===== src/rtl/lq_agen_split_seq.sv =====
// rtl/lq_agen_split_seq.sv - load/store array-access sequencer with cache-line split
//
// Takes the 12-bit low effective address (EA 52:63) from the agen adder.
// Each accepted request becomes one array beat, or two beats when the access
// crosses a 64-byte line. Beats are registered and held stable under arr_rdy=0.
//
// Ports:
//   clk, rst            clock, synchronous active-high reset
//   req_val/req_rdy     request handshake (req_rdy is combinational from arr_rdy)
//   req_ea[0:11]        EA 52:63, [0] is MSB; [0:5] line index, [6:11] byte offset
//   req_size[0:2]       log2 of access bytes (1..16 B); 101-111 illegal -> 1 B
//   req_dir_ig_57_b     active-low, forces index LSB (EA 57) to 1 on every beat
//   req_tag[0:3]        opaque tag echoed on each beat
//   arr_val/arr_rdy     beat handshake toward the L1 directory/data index port
//   arr_idx, arr_offs   line index and byte offset of the beat
//   arr_len             bytes in the beat (1..16)
//   arr_tag             captured request tag
//   arr_first/arr_last  beat position within the request
//   arr_pg_wrap         second beat whose index wrapped 63 -> 0
//   size_err            one-cycle pulse after accepting an illegal size
//   split_cnt           saturating count of split requests

module lq_agen_split_seq (
    input  logic        clk,
    input  logic        rst,
    input  logic        req_val,
    output logic        req_rdy,
    input  logic [0:11] req_ea,
    input  logic [0:2]  req_size,
    input  logic        req_dir_ig_57_b,
    input  logic [0:3]  req_tag,
    output logic        arr_val,
    input  logic        arr_rdy,
    output logic [0:5]  arr_idx,
    output logic [0:5]  arr_offs,
    output logic [0:4]  arr_len,
    output logic [0:3]  arr_tag,
    output logic        arr_first,
    output logic        arr_last,
    output logic        arr_pg_wrap,
    output logic        size_err,
    output logic [0:7]  split_cnt
);

    typedef enum logic [1:0] {
        ST_IDLE,
        ST_ONE,
        ST_TWO
    } state_t;

    state_t     state;

    // Second-beat fields, computed at acceptance so beat 2 needs no request inputs.
    logic [5:0] b2_idx;
    logic [4:0] b2_len;
    logic       b2_pg_wrap;

    logic [5:0] ea_idx;
    logic [5:0] ea_offs;
    logic [4:0] len_l;
    logic       size_bad;
    logic [6:0] end_e;
    logic       split;
    logic [5:0] force_57;
    logic [5:0] idx1;
    logic [5:0] idx2_raw;
    logic [5:0] idx2;
    logic [3:0] neg_offs_lo;
    logic [4:0] len1;
    logic [4:0] len2;
    logic       accept;
    logic       retire;

    assign ea_idx  = req_ea[0:5];
    assign ea_offs = req_ea[6:11];

    always_comb begin
        len_l    = 5'd1;
        size_bad = 1'b0;
        case (req_size)
            3'b000:  len_l = 5'd1;
            3'b001:  len_l = 5'd2;
            3'b010:  len_l = 5'd4;
            3'b011:  len_l = 5'd8;
            3'b100:  len_l = 5'd16;
            default: size_bad = 1'b1;
        endcase
    end

    // End offset in 7 bits; the access spills into the next line when it passes 64.
    assign end_e = {1'b0, ea_offs} + {2'b00, len_l};
    assign split = (end_e > 7'd64);

    // Index bit 5 is EA 57, the LSB of the index field.
    assign force_57 = {5'b00000, ~req_dir_ig_57_b};
    assign idx1     = ea_idx | force_57;
    // Increment the raw index first, then apply the override.
    assign idx2_raw = ea_idx + 6'd1;
    assign idx2     = idx2_raw | force_57;

    // A split implies offset 49..63, so 64-o is 1..15 and equals 16 minus the
    // low offset nibble; likewise e-64 is 1..15 and is just the low nibble of e.
    assign neg_offs_lo = 4'd0 - ea_offs[3:0];
    assign len1        = split ? {1'b0, neg_offs_lo} : len_l;
    assign len2        = {1'b0, end_e[3:0]};

    assign req_rdy = ~arr_val | (arr_rdy & arr_last);
    assign accept  = req_val & req_rdy;
    assign retire  = arr_val & arr_rdy;

    always_ff @(posedge clk) begin
        if (rst) begin
            state       <= ST_IDLE;
            arr_val     <= 1'b0;
            arr_idx     <= 6'd0;
            arr_offs    <= 6'd0;
            arr_len     <= 5'd0;
            arr_tag     <= 4'd0;
            arr_first   <= 1'b0;
            arr_last    <= 1'b0;
            arr_pg_wrap <= 1'b0;
            size_err    <= 1'b0;
            split_cnt   <= 8'd0;
            b2_idx      <= 6'd0;
            b2_len      <= 5'd0;
            b2_pg_wrap  <= 1'b0;
        end else begin
            size_err <= accept & size_bad;

            // An accept can only coincide with the retire of a last beat, so it
            // takes priority over the retire-only transitions below.
            if (accept) begin
                state       <= ST_ONE;
                arr_val     <= 1'b1;
                arr_idx     <= idx1;
                arr_offs    <= ea_offs;
                arr_len     <= len1;
                arr_tag     <= req_tag;
                arr_first   <= 1'b1;
                arr_last    <= ~split;
                arr_pg_wrap <= 1'b0;
                b2_idx      <= idx2;
                b2_len      <= len2;
                b2_pg_wrap  <= (ea_idx == 6'd63);
                if (split && (split_cnt != 8'hFF)) begin
                    split_cnt <= split_cnt + 8'd1;
                end
            end else if (retire) begin
                if ((state == ST_ONE) && !arr_last) begin
                    state       <= ST_TWO;
                    arr_idx     <= b2_idx;
                    arr_offs    <= 6'd0;
                    arr_len     <= b2_len;
                    arr_first   <= 1'b0;
                    arr_last    <= 1'b1;
                    arr_pg_wrap <= b2_pg_wrap;
                end else begin
                    state   <= ST_IDLE;
                    arr_val <= 1'b0;
                end
            end
        end
    end

endmodule


===== config.mk =====
export PLATFORM = sky130hd
export DESIGN_NAME = lq_agen_split_seq
export DESIGN_NICKNAME = d
export VERILOG_FILES = /design/src/rtl/lq_agen_split_seq.sv
export SDC_FILE = /design/constraint.sdc
export NUM_CORES = 1
export LEC_CHECK = 0
export ABC_CLOCK_PERIOD_IN_PS = 3300
export CELL_PAD_IN_SITES_DETAIL_PLACEMENT = 0
export CELL_PAD_IN_SITES_GLOBAL_PLACEMENT = 1
export CORE_MARGIN = 2
export CORE_UTILIZATION = 40
export CTS_CLUSTER_DIAMETER = 150
export DETAILED_ROUTE_END_ITERATION = 8
export DONT_BUFFER_PORTS = 1
export GPL_TIMING_DRIVEN = 0
export PLACE_DENSITY = 0.7
export SLEW_MARGIN = 10
export SYNTH_ARGS = -nofsm -noshare
export SYNTH_HDL_FRONTEND = slang
export SYNTH_SLANG_ARGS = --single-unit

===== constraint.sdc =====
create_clock -name clk -period 3.3 [get_ports clk]
set_input_delay 0.66 -clock clk [delete_from_list [all_inputs] [get_ports clk]]
set_output_delay 0.66 -clock clk [all_outputs]
set_load 0.005 [all_outputs]

==> flow_metrics.tcl <==
set metrics [dict create \
    finalMaxSlewViolations 0 \
    dpl.cell_count 336 \
    p_leak_nw 1.01 \
    postSynthAreaPerCell_um2 8.88 \
    ctsResizeCount 0 \
    num_io_pins 59 \
    ctsHoldBuffers 0 \
    grt_overflow_total 0 \
    drtIter0Drc 113 \
    final_layout_size_suffix_gt1_share_pct 8.86 \
    rsz0062_at_grt "false" \
    synth_top_area_share_pct 40.1 \
    ant_nets 0 \
    seq_area_um2 941 \
    finalWirelength_um 5920 \
    cts_buffers 5 \
    multiInputGateArea_um2 1310 \
    synth_commonest_cells "47 x dfxtp_1, 29 x nor2_1, 28 x nand2_1" \
    vias 1913 \
    grt_pass1_vias 1814 \
    dpl.hpwl_um 4240 \
    diodes 0 \
    yosysWarnings 0 \
    cts_tree "yes" \
    start_util_pct 42.1 \
    cts_max_level 2 \
    worstSkewPairLatency_ns 0.31 \
    cp-end-kind "flop" \
    synthTopCellsByArea "dfxtp_1 40%, mux2i_1 4.7%, nor2_1 4.6%" \
    cp_max_fo 10 \
    antenna_found_initial 0 \
    ys_ff_latch 47 \
    hold_viol_final 0 \
    drv_cap 0 \
    powerDensity_nw_per_um2 481 \
    cp.arrival_ns 3.24 \
    grt_max_degree 15 \
    grt_pass1_wl_um 9350 \
    synth_top_area_cell "dfxtp_1" \
    ctsRootBufferMaster "clkbuf_8" \
    io_buffers 0 \
    finalNonFillerCells 343 \
    fin_ws_ns 0.259 \
    core_um2 5570 \
    vdd_ir_drop_max_mv 0.214 \
    syn_area_um2 2340 \
    final_area_um2 2540 \
    dieHeight_um 80.6 \
    place_area_um2 2430 \
    viasPerCell 5.58 \
    fmax_mhz 329 \
    die-area_um2 6490 \
    finalPower_mw 1.22 \
    ys_types 53 \
    avgRoutedWirePerCell_um 17.3 \
    fill_cells 577 \
    ys_seq_area_share_pct 40.1 \
    tightest_slew_ns 0.574 \
    slew-limit-headroom_pct 61.7 \
    cts.path.max_buffers 2 \
    clock_sinks 47 \
    min_period_over_period_pct 92.2 \
    die_w_um 80.6 \
    grt_usage_pct 19.2 \
    setup_viol 0 \
    outcome "finished clean" \
    skew_ns 0.00615 \
    syn_inst 264 \
    worstSetupPathType "input pin to flop" \
    nNetsFinal 304 \
    area_growth_pct 8.38 \
    num_rows 27 \
    fin_setup_tns_ns 0 \
    place.gp.congestion 0.777 \
    post_cts_buffers 0 \
    cp.required_ns 3.50 \
    synth_async_sr_flop_share_pct 0 \
    layout_min_cycle_time_ns 3.04 \
    firstDrtPassIters 4 \
    dp_slack_ns -0.0300 \
    clk_pin_slew_ns 0.09 \
    drc_errors 0 \
    synthFlopType "dfxtp_1" \
    startpoint_type "input pin" \
    synth_edf_count 0 \
    min_path_type "input pin to flop" \
    syn_nets 297 \
    synth_most_common_cell "dfxtp_1" \
]
power by group:
group | total, mW | internal [mW] | leakage, nW | switching, mW
logic | 0.168 | 0.0682 | 0.572 | 0.100
registers | 0.627 | 0.602 | 0.386 | 0.0243
clock network | 0.426 | 0.222 | 0.0502 | 0.205
total | 1.22 | 0.892 | 1.01 | 0.329
critical path, stage by stage:
cell and delay (ns):
nor2_1 0.17, xor2_1 0.26, ha_1 0.21, inv_1 0.06, fa_1 0.40, nor2b_1 0.13
o21ai_1 0.08, a21boi_1 0.24, o21ai_1 0.22, buf_4 0.24, nor3_1 0.22, mux2_2 0.36
sequential cells by signal, summed over array words and instances, names as in the netlist:
register and cells:
b2_idx 6, arr_idx 6, split_cnt 8, arr_offs 6
arr_tag 4, arr_last 1, size_err 1, b2_pg_wrap 1
arr_first 1, arr_val 1, b2_len 4, arr_pg_wrap 1
arr_len 5, state 2
cell type report:
cell class	instances	area share, %
clock inverters	2	1.48
flip-flops and latches	47	37.0
plain buffers	16	2.76
multi-input cells	194	51.5
well taps	72	3.55
inverters	7	1.03
clock buffers	5	2.71
cells by family (layout without fill, tap and decap cells):
kind of cell	Yosys count	count (layout)	synth area share, %
simple gates	99	99	21.2
compound gates	60	60	18.4
flops	47	47	40.1
buf+inv	23	30	4.11
mux	17	17	7.74
fa+ha+maj	9	9	5.12
xor+xnor	9	9	3.36
worst paths after layout:
check	from	cells past startpoint	endpoint	slack [ns]
setup / recovery	req_size[2]	12	split_cnt[1]	0.26
hold / removal	arr_rdy	1	arr_val	0.44
setup reg to reg	arr_last	6	arr_len[2]	1.36
hold reg to reg	b2_len[3]	2	b2_len[3]	0.46
metal layers:
metal  global-route usage [%]  part of all wire (%)  vias to the layer above
li1                         -                     -                      960
met1                     26.1                    48                      899
met2                     29.5                    46                       48
met3                     5.39                   5.6                        6
met4                     5.59                   1.2                        0
met5                        0                     0                        -
stage by stage:
stage	utilization (%)	hold WS (ns)
2_1_floorplan	-	0.429
3_3_place_gp	43.7	0.439
3_5_place_dp	43.7	0.449
4_1_cts	45.6	0.442
5_1_grt	45.6	0.439
6_report	45.6	0.440
placed cells by master, fill, tap and decap left out, drive strengths merged, types with 3 or more instances in the layout:
cell | netlist | final
and2 | 3 | 3
mux2 | 6 | 6
and3 | 4 | 4
buf | 6 | 6
nor2b | 7 | 7
o31ai | 3 | 3
nor3b | 5 | 5
xor2 | 5 | 5
a211oi | 12 | 12
nand3 | 6 | 6
dfxtp | 47 | 47
nand4 | 4 | 4
nor3 | 3 | 3
xnor2 | 4 | 4
nand2 | 28 | 28
mux2i | 11 | 11
a21oi | 18 | 18
inv | 6 | 6
ha | 8 | 8
clkbuf | 10 | 15
nor2 | 29 | 29
a22oi | 6 | 6
o21ai | 5 | 5
(Power assumes the default switching activity.)
